--- config.mk ---
export PLATFORM = sky130hd
export DESIGN_NAME = systolic_pq_head_flat
export DESIGN_NICKNAME = d
export VERILOG_FILES = /design/src/rtl/systolic_pq_pkg.sv /design/src/rtl/systolic_pq_head_if.sv /design/src/rtl/systolic_pq_phase.sv /design/src/rtl/systolic_pq_head.sv /design/src/flat_wrapper.sv
export SDC_FILE = /design/constraint.sdc
export NUM_CORES = 1
export LEC_CHECK = 0
export CAP_MARGIN = 20
export CELL_PAD_IN_SITES_DETAIL_PLACEMENT = 1
export CELL_PAD_IN_SITES_GLOBAL_PLACEMENT = 1
export CORE_ASPECT_RATIO = 0.8
export CORE_MARGIN = 2
export CORE_UTILIZATION = 29
export CTS_BUF_LIST = sky130_fd_sc_hd__clkbuf_8
export CTS_CLUSTER_DIAMETER = 200
export DETAILED_ROUTE_END_ITERATION = 16
export HOLD_SLACK_MARGIN = 0.1
export MAX_ROUTING_LAYER = met4
export PLACE_DENSITY = 0.86
export SYNTH_ARGS = -nofsm -noshare
export SYNTH_HDL_FRONTEND = slang
export SYNTH_HIERARCHICAL = 1
export SYNTH_SLANG_ARGS = --single-unit
--- constraint.sdc ---
create_clock -name clk -period 5.93 [get_ports clk]
set_input_delay 1.4825 -clock clk [delete_from_list [all_inputs] [get_ports clk]]
set_output_delay 1.4825 -clock clk [all_outputs]
set_load 0.005 [all_outputs]
--- src/rtl/systolic_pq_pkg.sv ---
`default_nettype none
// ============================================================================
// Module   : systolic_pq_pkg
// Purpose  : Shared types and sentinel helpers for the systolic priority queue
// Revision : 1.0 - initial release
// ============================================================================
package systolic_pq_pkg;

  // Widest {key,value} word the sentinel helpers can build.
  localparam int PQ_WORD_MAX = 64;

  typedef logic [PQ_WORD_MAX-1:0] pq_word_t;

  // Operation performed by the head node in a given cycle.
  typedef enum logic [1:0] {
    PQ_IDLE    = 2'd0,
    PQ_INSERT  = 2'd1,
    PQ_EXTRACT = 2'd2,
    PQ_REPLACE = 2'd3
  } pq_op_t;

  // All-ones word of width w, zero above bit w-1.
  function automatic pq_word_t pq_ones(input int w);
    pq_word_t r;
    r = '0;
    for (int i = 0; i < PQ_WORD_MAX; i++) begin
      if (i < w) r[i] = 1'b1;
    end
    return r;
  endfunction

  // Word that loses every comparison: the "empty slot" filler.
  function automatic pq_word_t pq_worst(input bit max_mode, input int w);
    return max_mode ? '0 : pq_ones(w);
  endfunction

  // Word that wins every comparison: the "nothing new" filler.
  function automatic pq_word_t pq_best(input bit max_mode, input int w);
    return max_mode ? pq_ones(w) : '0;
  endfunction

endpackage
`default_nettype wire

--- src/rtl/systolic_pq_head_if.sv ---
`default_nettype none
// ============================================================================
// Module   : systolic_pq_head_if
// Purpose  : Insert/extract handshake bundle between a client and the head node
// Revision : 1.0 - initial release
// ============================================================================
interface systolic_pq_head_if #(
  parameter int KW = 8,
  parameter int VW = 4
);
  logic              ivalid;
  logic [KW+VW-1:0]  idata;
  logic              irdy;
  logic              ovalid;
  logic [KW+VW-1:0]  odata;
  logic              ordy;

  // Client side: offers inserts, takes extracted heads.
  modport master (
    output ivalid, idata, ordy,
    input  irdy, ovalid, odata
  );

  // Queue side: accepts inserts, presents the current head.
  modport slave (
    input  ivalid, idata, ordy,
    output irdy, ovalid, odata
  );
endinterface
`default_nettype wire

--- src/rtl/systolic_pq_phase.sv ---
`default_nettype none
// ============================================================================
// Module   : systolic_pq_phase
// Purpose  : Odd/even phase generator shared by every node of the array
// Revision : 1.0 - initial release
// ============================================================================
module systolic_pq_phase (
  input  wire logic clk,
  input  wire logic rst,
  output logic      odd_o,
  output logic      even_o
);

  logic odd_q;

  // Phase flips every cycle; reset lands in odd=0 so the first cycle is even.
  always_ff @(posedge clk) begin
    if (rst) odd_q <= 1'b0;
    else     odd_q <= ~odd_q;
  end

  assign odd_o  = odd_q;
  assign even_o = ~odd_q;

endmodule
`default_nettype wire

--- src/rtl/systolic_pq_head.sv ---
`default_nettype none
// ============================================================================
// Module   : systolic_pq_head
// Purpose  : Node 0 of the systolic priority queue: phase, handshakes,
//            operation decode, a/b stream injection, occupancy and high-water
// Revision : 1.0 - initial release
// ============================================================================
module systolic_pq_head
  import systolic_pq_pkg::*;
#(
  parameter int KW         = 8,
  parameter int VW         = 4,
  parameter int CAPACITY   = 4,
  parameter int MAX_MODE   = 0,
  parameter int REPLACE_EN = 1
) (
  input  wire logic                              clk,
  input  wire logic                              rst,
  systolic_pq_head_if.slave                      pq,
  input  wire logic [KW+VW-1:0]                  ai,
  output logic      [KW+VW-1:0]                  bo,
  output logic      [KW+VW-1:0]                  ao,
  output logic                                   even,
  output logic                                   odd,
  output logic      [$clog2(CAPACITY+1)-1:0]     count,
  output logic                                   full,
  output logic                                   empty,
  output logic      [$clog2(CAPACITY+1)-1:0]     hwm
);

  localparam int       W      = KW + VW;
  localparam int       CW     = $clog2(CAPACITY + 1);
  localparam bit       REP    = (REPLACE_EN != 0);
  localparam pq_word_t WORST_W = pq_worst(MAX_MODE != 0, W);
  localparam pq_word_t BEST_W  = pq_best(MAX_MODE != 0, W);
  localparam logic [W-1:0]  WORST = WORST_W[W-1:0];
  localparam logic [W-1:0]  BEST  = BEST_W[W-1:0];
  localparam logic [CW-1:0] CAP   = CW'(CAPACITY);
  localparam logic [CW-1:0] ONE   = CW'(1);

  logic          phase_even;
  logic          phase_odd;
  logic          full_w;
  logic          empty_w;
  logic          ovalid_w;
  logic          irdy_w;
  logic          ext_fire;
  logic          ins_fire;
  pq_op_t        op;

  logic [W-1:0]  bo_q, bo_d;
  logic [W-1:0]  ao_q, ao_d;
  logic [CW-1:0] count_q, count_d;
  logic [CW-1:0] hwm_q, hwm_d;

  systolic_pq_phase u_phase (
    .clk    (clk),
    .rst    (rst),
    .odd_o  (phase_odd),
    .even_o (phase_even)
  );

  assign full_w   = (count_q == CAP);
  assign empty_w  = (count_q == '0);
  assign ovalid_w = phase_even && !empty_w;
  assign ext_fire = ovalid_w && pq.ordy;

  // A full queue may still take an insert when it is paired with an extract
  // (replace); without replace support an extract shuts the insert side out.
  assign irdy_w   = phase_even
                  && (!full_w || (REP && ext_fire))
                  && !(!REP && ext_fire);
  assign ins_fire = pq.ivalid && irdy_w;

  // Decode the cycle's operation, replace taking priority over single ops.
  always_comb begin
    op = PQ_IDLE;
    if (ins_fire && ext_fire) op = PQ_REPLACE;
    else if (ext_fire)        op = PQ_EXTRACT;
    else if (ins_fire)        op = PQ_INSERT;
  end

  // Next stream words and occupancy for the decoded operation.
  always_comb begin
    bo_d    = WORST;
    ao_d    = BEST;
    count_d = count_q;
    unique case (op)
      PQ_REPLACE: begin
        bo_d = WORST;
        ao_d = pq.idata;
      end
      PQ_EXTRACT: begin
        bo_d    = WORST;
        ao_d    = WORST;
        count_d = count_q - ONE;
      end
      PQ_INSERT: begin
        bo_d    = pq.idata;
        ao_d    = BEST;
        count_d = count_q + ONE;
      end
      default: begin
        bo_d = WORST;
        ao_d = BEST;
      end
    endcase
  end

  // High-water mark tracks the occupancy that is about to be registered.
  always_comb begin
    hwm_d = (count_d > hwm_q) ? count_d : hwm_q;
  end

  // Output words, occupancy and high-water registers.
  always_ff @(posedge clk) begin
    if (rst) begin
      bo_q    <= WORST;
      ao_q    <= BEST;
      count_q <= '0;
      hwm_q   <= '0;
    end else begin
      bo_q    <= bo_d;
      ao_q    <= ao_d;
      count_q <= count_d;
      hwm_q   <= hwm_d;
    end
  end

  assign pq.irdy   = irdy_w;
  assign pq.ovalid = ovalid_w;
  assign pq.odata  = ai;

  assign bo    = bo_q;
  assign ao    = ao_q;
  assign even  = phase_even;
  assign odd   = phase_odd;
  assign count = count_q;
  assign full  = full_w;
  assign empty = empty_w;
  assign hwm   = hwm_q;

endmodule
`default_nettype wire

--- src/flat_wrapper.sv ---
// flat-port wrapper written by rule: the top's interface ports become plain ports
module systolic_pq_head_flat import systolic_pq_pkg::*;
#(
  parameter int KW         = 8,
  parameter int VW         = 4,
  parameter int CAPACITY   = 4,
  parameter int MAX_MODE   = 0,
  parameter int REPLACE_EN = 1
)
  (clk, rst, ai, bo, ao, even, odd, count, full, empty, hwm, pq_ivalid, pq_idata, pq_ordy, pq_irdy, pq_ovalid, pq_odata);
  systolic_pq_head_if #(.KW(KW), .VW(VW)) pq_i ();
  input  wire logic clk;
  input  wire logic rst;
  input  wire logic [KW+VW-1:0] ai;
  output logic      [KW+VW-1:0] bo;
  output logic      [KW+VW-1:0] ao;
  output logic even;
  output logic odd;
  output logic      [$clog2(CAPACITY+1)-1:0] count;
  output logic full;
  output logic empty;
  output logic      [$clog2(CAPACITY+1)-1:0] hwm;
  input wire logic [$bits(pq_i.ivalid)-1:0] pq_ivalid;
  input wire logic [$bits(pq_i.idata)-1:0] pq_idata;
  input wire logic [$bits(pq_i.ordy)-1:0] pq_ordy;
  output wire logic [$bits(pq_i.irdy)-1:0] pq_irdy;
  output wire logic [$bits(pq_i.ovalid)-1:0] pq_ovalid;
  output wire logic [$bits(pq_i.odata)-1:0] pq_odata;
  assign pq_i.ivalid = pq_ivalid;
  assign pq_i.idata = pq_idata;
  assign pq_i.ordy = pq_ordy;
  assign pq_irdy = pq_i.irdy;
  assign pq_ovalid = pq_i.ovalid;
  assign pq_odata = pq_i.odata;
  systolic_pq_head #(.KW(KW), .VW(VW), .CAPACITY(CAPACITY), .MAX_MODE(MAX_MODE), .REPLACE_EN(REPLACE_EN)) u_core (.clk(clk), .rst(rst), .pq(pq_i), .ai(ai), .bo(bo), .ao(ao), .even(even), .odd(odd), .count(count), .full(full), .empty(empty), .hwm(hwm));
endmodule
* Word level (Yosys, flattened, before mapping)
Cells that the tools add are included.
Cells by class: add/sub/neg operators 2, order comparisons 1, equality and inequality tests 4, mux-type cells 5, bitwise logic cells 2, reductions and logical operators 10
Operators by type and width (number):
- 12-bit case mux with 2 select lines | 1
- 3-bit case mux with 2 select lines | 1
- 1-bit logical AND | 5
- 2-bit == test (second input constant) | 2
- 2-bit 2-to-1 mux | 2
- 3-bit by 1-bit adder with 3-bit output (second input constant) | 1
- 3-bit == test (second input constant) | 1
- 3-bit > comparator | 1
- 3-bit zero test | 1
- 3-bit by 1-bit subtractor with 3-bit output (second input constant) | 1
- 2-bit by 1-bit == test with 1-bit output (second input constant) | 1
- 1-bit zero test | 2
- 1-bit inverter | 2
- 2-bit OR reduction | 1
- 1-bit logical OR | 1
- 1-bit 2-to-1 mux | 1
Storage, ports and cells: register bits 31, input port bits 28, output and inout bits 48, word-level logic and storage cells 29

* Depth between registers and ports, before layout
Gate-level depths: netlist of run 1.
depth after elaboration 13, gate-level depth with buffers 15, mapped depth without buffers 15

* Hierarchy
Netlist of run 1, hierarchy kept.
By module, submodules not included:
- systolic_pq_head | times used 1, cells an instance 124, area an instance 1208.7 um^2, sequential area each 600.6 um^2
- systolic_pq_phase | times used 1, cells an instance 3, area an instance 27.5 um^2, sequential area each 20.0 um^2

* Worst setup path before layout of run 1
Ideal clock, no wire load.
path type input-to-reg, start input port pq_ordy, end register u_core.hwm_q[1], in the netlist u_core/hwm[1], setup time 114 ps, arrival 3810 ps, required time 5816 ps, slack 2006 ps, stages on the path 14, path buffers 0, cell sequence inv_1 -> a21boi_1 -> and2_1 -> ha_1 -> fa_1 -> xnor2_1 -> nor2_1 -> xnor2_1 -> inv_1 -> ha_1 -> and3_1 -> a21oi_1 -> mux2i_1 -> nor2_1
On the way: cells in the longest elaborated chain, start to end 10, elaborated cells on any way between the ends 12, classes of those cells 1 x order compare; 2 x eq/ne; 4 x mux; 5 x reduce/logical
RTL lines:
- start: declaration | line flat_wrapper.sv:25 | input wire logic [$bits(pq_i.ordy)-1:0] pq_ordy;
- 1-bit logical AND (*) | line systolic_pq_head.sv:66 | assign ext_fire = ovalid_w && pq.ordy;
- 1-bit logical OR (*) | line systolic_pq_head.sv:71 | && (!full_w || (REP && ext_fire))
- 1-bit logical AND (*) | line systolic_pq_head.sv:71
- named net pq_irdy | line flat_wrapper.sv:26 | output wire logic [$bits(pq_i.irdy)-1:0] pq_irdy;
- 1-bit logical AND (*) | line systolic_pq_head.sv:73 | assign ins_fire = pq.ivalid && irdy_w;
- 1-bit 2-to-1 mux | line systolic_pq_head.sv:80 | else if (ins_fire) op = PQ_INSERT;
- 2-bit 2-to-1 mux | line systolic_pq_head.sv:79 | else if (ext_fire) op = PQ_EXTRACT;
- 2-bit 2-to-1 mux (*) | line systolic_pq_head.sv:78 | if (ins_fire && ext_fire) op = PQ_REPLACE;
- 2-bit by 1-bit == test with 1-bit output / 2-bit == test (equally long branches) | line systolic_pq_head.sv:88 | unique case (op)
- 3-bit case mux with 2 select lines (*) | line systolic_pq_head.sv:88
- named net u_core.count_d[2] | line systolic_pq_head.sv:53 | logic [CW-1:0] count_q, count_d;
- 3-bit > comparator (*) | line systolic_pq_head.sv:112 | hwm_d = (count_d > hwm_q) ? count_d : hwm_q;
- end signal: assignment | line systolic_pq_head.sv:126 | hwm_q <= hwm_d;
- end: declaration | line systolic_pq_head.sv:54 | logic [CW-1:0] hwm_q, hwm_d;
Mark *: on every way through the listed nets, which the timed path passes. The rest lies on a longest branch. A chain may end at the register's enable or synchronous reset.

* Worst setup path after layout of run 1
start input port pq_ordy, end register u_core.hwm_q[1], in the netlist u_core/hwm[1]
On the way: cells in the longest elaborated chain, start to end 10, elaborated cells on any way between the ends 12, classes of those cells 1 x order compare; 2 x eq/ne; 4 x mux; 5 x reduce/logical
RTL lines (line):
- 1-bit logical AND (*) | systolic_pq_head.sv:66
- 1-bit logical OR | systolic_pq_head.sv:71
- 1-bit logical AND | systolic_pq_head.sv:71
- 1-bit logical AND | systolic_pq_head.sv:73
- 1-bit 2-to-1 mux | systolic_pq_head.sv:80
- 2-bit 2-to-1 mux | systolic_pq_head.sv:79
- 2-bit 2-to-1 mux (*) | systolic_pq_head.sv:78
- 2-bit by 1-bit == test with 1-bit output / 2-bit == test (equally long branches) | systolic_pq_head.sv:88
- 3-bit case mux with 2 select lines (*) | systolic_pq_head.sv:88
- named net u_core.count_d[2] | systolic_pq_head.sv:53
- 3-bit > comparator (*) | systolic_pq_head.sv:112
Marked as above.

==> flow_summary.toml, run 1 <==
[clock_tree]
path_clk_slew_ns = 0.07
tritoncts = "built"
cts_setup_buffers = 0
cts_buffers = 5
cts_hold_buf = 0
clkLatencyLatePin_ns = 0.28
cts-root-buf = "clkbuf_8"
cts_resized = 0
cts_num_sinks = 31
htree_levels = 2
ctsLongestPathBuffers = 2

[power]
power_leakage_nw = 0.7063
swShare = 0.3105
pwr-share-clk = 0.286
power_uw = 749.7
ir_drop_mv = 0.1624
pwr_density_cell_nw_per_um2 = 414.7
power_switching_uw = 232.8
p_comb_frac = 0.378
seq_power_share = 0.336
p_int_uw = 516.9

[floorplan]
core_region_area_um2 = 4151
die_h_um = 62.40
rows = 21
io_pins = 76
dieWidth_um = 77.00
die_area_um2 = 4804
start_util = 0.2978

[synth]
synth_area_um2 = 1236
synthCells = 127
ys_top_cells_by_area = "dfxtp_1 50%, buf_4 7.3%, ha_1 6.1%"
synth_seq_area_share = 0.5020
async_flop_share = 0
syn_nets = 162
synth-seq-cells = 31
synth_common_cells = "31 x dfxtp_1, 18 x nor2_1, 14 x a21oi_1"
ys_warn_count = 6
synth_top_area_cell = "dfxtp_1"
synth_ff_type = "dfxtp_1"
synth_edf_count = 0
synthMostInstantiatedCell = "dfxtp_1"
syn_avg_cell_area_um2 = 9.734
synth_top_area_share = 0.5020
synth_cell_types = 28

[worst_setup_path]
crit_arrival_ns = 4.54
r2r-end = "u_core/hwm[1]"
required_ns = 6.09
rrSetupSlack_ns = 2.59
rr_startpoint = "u_core/count[0]"
worstSetupStartpointType = "primary input"
criticalPathCategory = "in2reg"
ff2ff_path_depth = 15
path_max_fanout = 5
end_kind = "register"

[final_layout]
areaGrowthSynthToFinish_pct = 46.25
fill_cells = 511
stdcell_count = 227
antenna_cells = 0
fin_area_um2 = 1808
layout.nets = 204
seq_area_um2 = 620.6
layout-drive-gt1-share = 0.06471
multi_input_area_um2 = 457.9

[hold_path]
min_path_type = "reg2reg"
whs_endpoint = "u_core/u_phase/odd_o"
min_path_cells = 1
hp-start = "u_core/u_phase/odd_o"

[timing]
slew_violations = 0
maxSlewHeadroom = 0.3196
hold_viol = 0
finalWorstPathRequiredPeriod_ns = 4.379
skew_ns = 0.008267
worst_pin_slew_ns = 1.018
rsz0062_at_grt = "false"
tns_ns = 0
fmax_ghz = 0.2284
min_period_over_period = 0.7384
setup_violations = 0

[route]
dr.pass1.iters = 3
avgViaCountPerCell = 4.198
ant_nets = 0
wire_per_inst_um = 13.81
drt_iter0_drc = 32
drc = 0
vias = 953
wirelength_um = 3136

[global_routing]
grt_pass1_vias = 1068
grt_max_degree = 13
grt_pass1_wl_um = 5175
grt_overflow_total = 0
grt_util_all_layers = 0.1436
antenna_found_initial = 0

[placed_design]
place_inst = 219
portBuffers = 51
placed_cell_area_um2 = 1690
place_hpwl_um = 2317
gp_congestion = 0.8657

[flow_run]
drv_cap = 0

[run_status]
status = "finished clean"
==> how the worst max path moves through the flow <==
| stage | from | end | slack, ns | cells after the start |
|---|---|---|---|---|
| floorplan | pq_ordy | u_core/hwm[1] | 2.01 | 14 |
| global placement | pq_ordy | u_core/hwm[1] | 1.42 | 15 |
| detailed placement | pq_ordy | u_core/hwm[1] | 1.25 | 15 |
| CTS | pq_ordy | u_core/hwm[1] | 1.55 | 15 |
| global route | pq_ordy | u_core/hwm[1] | 1.27 | 15 |
| finish | pq_ordy | u_core/hwm[1] | 1.55 | 15 |
==> critical path: stages <==
cell,delay (ns)
clkdlybuf4s50_1,0.45
inv_1,0.07
a21boi_1,0.09
and2_1,0.20
ha_1,0.23
fa_1,0.38
xnor2_1,0.15
nor2_1,0.07
xnor2_1,0.23
inv_1,0.08
ha_1,0.31
and3_1,0.20
a21oi_1,0.33
mux2i_1,0.23
nor2_1,0.05
==> through the flow <==
step,hold slack (ns),setup slack [ns],util
3_5_place_dp,0.4363,1.250,0.4072
5_1_grt,0.4802,1.271,0.4355
4_1_cts,0.4471,1.547,0.4355
2_1_floorplan,0.4287,2.006,-
6_report,0.4442,1.551,0.4355
3_3_place_gp,0.4262,1.416,0.4072
==> registers in the layout (all words and copies together) (netlist names) <==
signal,cells
u_core/ao,12
u_core/u_phase/odd_o,1
u_core/count,3
u_core/hwm,3
u_core/bo,12
==> power groups by stage <==
stage	clock network, mW	registers, mW	logic (mW)
after detailed placement	0	0.257	0.286
final	0.215	0.252	0.284
after CTS	0.221	0.252	0.289
after global placement	0	0.256	0.273
after global routing	0.233	0.256	0.316
after floorplan	0	0.255	0.173
==> per-layer routing <==
metal	share of wire	vias up	global-route usage	routed length, µm
met4	0.0092	0	0.05804	29
met1	0.45	446	0.1661	1396
met5	0	-	-	0
li1	-	472	-	-
met3	0.043	4	0.03324	134
met2	0.50	31	0.2423	1575
==> logic make-up (layout without fill, tap and decap cells) <==
logic type | after synthesis | after routing | share of synthesized area
simple gates | 42 | 42 | 0.1751
buf+inv | 24 | 67 | 0.1275
fa+ha+maj | 7 | 7 | 0.07692
xor+xnor | 3 | 3 | 0.02126
flops | 31 | 31 | 0.5020
compound gates | 18 | 18 | 0.08097
mux | 2 | 2 | 0.01619
==> area by class of cell <==
cell class,instances,share of cell area
clock buffers,6,0.04567
clock inverters,2,0.01938
inverters,8,0.01661
multi-input cells,72,0.2533
flip-flops and latches,31,0.3433
well taps,57,0.03945
repair buffers,51,0.2824
==> placed cells by master (no fill, tap or decap), drive strengths merged <==
master / n
ha: 6
or2: 1
and2: 1
a211oi: 1
inv: 8
nand3b: 1
clkbuf: 6
o31a: 1
dfxtp: 31
nor2b: 2
nor3: 1
clkdlybuf4s50: 51
a21boi: 1
nand2b: 12
fa: 1
nor2: 18
clkinv: 1
a21oi: 14
o21ai: 1
mux2i: 2
and3: 2
xor2: 1
or2b: 1
xnor2: 2
nand2: 3
bufinv: 1
Power figures use the tool's default switching activity.
==> run 2: changes to the inputs <==
CORE_UTILIZATION = 24   (was 29)
PLACE_DENSITY = 0.75   (was 0.86)
clock period = 3.7 ns   (was 5.93 ns; I/O delays follow)
==> flow_summary.toml, run 2 (synthesized netlist as in run 1, its figures left out) <==
[global_routing]
grt_max_degree = 13
use_met2 = 0.1776
grt_pass1_vias = 971
grt_overflow_total = 0
grt_util_all_layers = 0.1093
use_met3 = 0.03498
grt_use_met1 = 0.1327
grt_pass1_wl_um = 4692
antenna_found_initial = 0
grt_busiest_layer = "met2"

[route]
wirelength_um = 3049
drc = 0
vias = 971
dr.pass1.iters = 3
ant_nets = 0
wire_per_inst_um = 12.60
avgViaCountPerCell = 4.012
drt_iter0_drc = 19

[worst_setup_path]
criticalPathCategory = "in2reg"
required_ns = 3.86
worstSetupStartpointType = "primary input"
cp_slowest_cell = "clkdlybuf4s50_1"
path_cells = "clkdlybuf4s50_1, inv_1, a21boi_1, and2_1, ha_1, fa_1, xnor2_1, nor2_1, xnor2_1, inv_1, ha_4, and3_1, a21oi_2, mux2i_1, nor2_1"
cp_num_buf_inv = 3
crit_family = "adder cells"
end_kind = "register"
path_max_fanout = 3
crit_arrival_ns = 3.65
slowest_delay_ns = 0.43

[clock_tree]
cts_num_sinks = 31
ctsLongestPathBuffers = 2
tritoncts = "built"
path_clk_slew_ns = 0.07
htree_levels = 2
cts-root-buf = "clkbuf_8"
clkLatencyLatePin_ns = 0.28
cts_buffers = 5
cts_hold_buf = 0

[timing]
fmax_ghz = 0.2869
min_period_over_period = 0.9422
slew_violations = 0
tns_ns = 0
hold_viol = 0
worst_pin_slew_ns = 0.4950
fin_ws_ns = 0.2139
maxSlewHeadroom = 0.6700
skew_ns = 0.01128
rsz0062_at_grt = "false"
finalWorstPathRequiredPeriod_ns = 3.486
setup_violations = 0

[floorplan]
core_region_area_um2 = 4979
die_h_um = 68.19
dieWidth_um = 84.24
io_pins = 76
die_area_um2 = 5744
rows = 23
start_util = 0.2483

[run_status]
status = "finished clean"

[placed_design]
gp_congestion = 0.7062
place_hpwl_um = 2302
place_inst = 233
place_ws_ns = -0.1828
portBuffers = 51

[power]
pwr_density_cell_nw_per_um2 = 645.1
ir_drop_mv = 0.3136
power_leakage_nw = 0.7446

[final_layout]
layout-drive-gt1-share = 0.1167
antenna_cells = 0
areaGrowthSynthToFinish_pct = 51.21
layout.cells.most_common_list = "51 x clkdlybuf4s50_1, 31 x dfxtp_1, 18 x nor2_1, 13 x a21oi_1, 12 x nand2b_1"
final_common_cell = "clkdlybuf4s50_1"
stdcell_count = 242
layout.nets = 214
fill_cells = 567

[flow_run]
drv_cap = 0

[hold_path]
min_path_type = "reg2reg"
==> run 2: per-layer routing <==
| metal | routed length [µm] | vias to the layer above |
|---|---|---|
| met2 | 1502 | 29 |
| met5 | 0 | - |
| met1 | 1365 | 445 |
| met4 | 9 | 0 |
| met3 | 172 | 2 |
| li1 | - | 495 |
==> run 2: worst reg2reg max path, delay by kind of cell (launching register included) <==
kind	cells	cell delay, ns
AOI/OAI and AO/OA	2	0.25
xor gates and xnor gates	2	0.39
adders and majority gates	3	0.82
buffers and inverters	2	0.22
DFF	1	0.36
muxes	1	0.20
and+or+nand+nor	5	0.65
==> run 2: layout make-up <==
| cell class | count | area (µm²) | share of cell area |
|---|---|---|---|
| multi-input combinational | 72 | 474.2 | 0.2537 |
| inverter | 8 | 30.03 | 0.01606 |
| clock inverter | 3 | 12.51 | 0.006693 |
| clock buffer | 5 | 68.82 | 0.03681 |
| tap | 62 | 77.57 | 0.04150 |
| sequential | 31 | 620.6 | 0.3320 |
| timing repair buffer | 61 | 585.6 | 0.3133 |
==> run 2: per-stage QoR <==
step,area (µm²),total power [mW],hold slack (ns),util
after floorplan,1236,0.6862,0.4287,-
after global placement,1764,0.9152,0.4323,0.3544
after detailed placement,1764,0.9325,0.4335,0.3544
after CTS,1846,1.182,0.4493,0.3707
after global routing,1869,1.297,0.4945,0.3755
final,1869,1.206,0.4434,0.3755
==> run 2: timing repair <==
item                                    CTS  global route
hold endpoints to repair                  0             0
endpoints found under the setup margin    0             3
resized for setup                         0             2
buffers inserted                          0             1
==> run 2: where the power goes <==
group	total [mW]	switching, mW	internal (mW)
registers	0.403	0.0298	0.374
clock network	0.245	0.119	0.126
logic	0.558	0.243	0.315
total	1.21	0.391	0.815
==> run 2: final timing paths <==
kind / cells past startpoint / start / slack, ns / end
hold / removal: 1 / u_core/u_phase/odd_o / 0.44 / u_core/u_phase/odd_o
setup / recovery: 15 / pq_ordy / 0.21 / u_core/hwm[1]
setup reg to reg: 15 / u_core/count[0] / 0.70 / u_core/hwm[1]
hold reg to reg: 1 / u_core/u_phase/odd_o / 0.44 / u_core/u_phase/odd_o
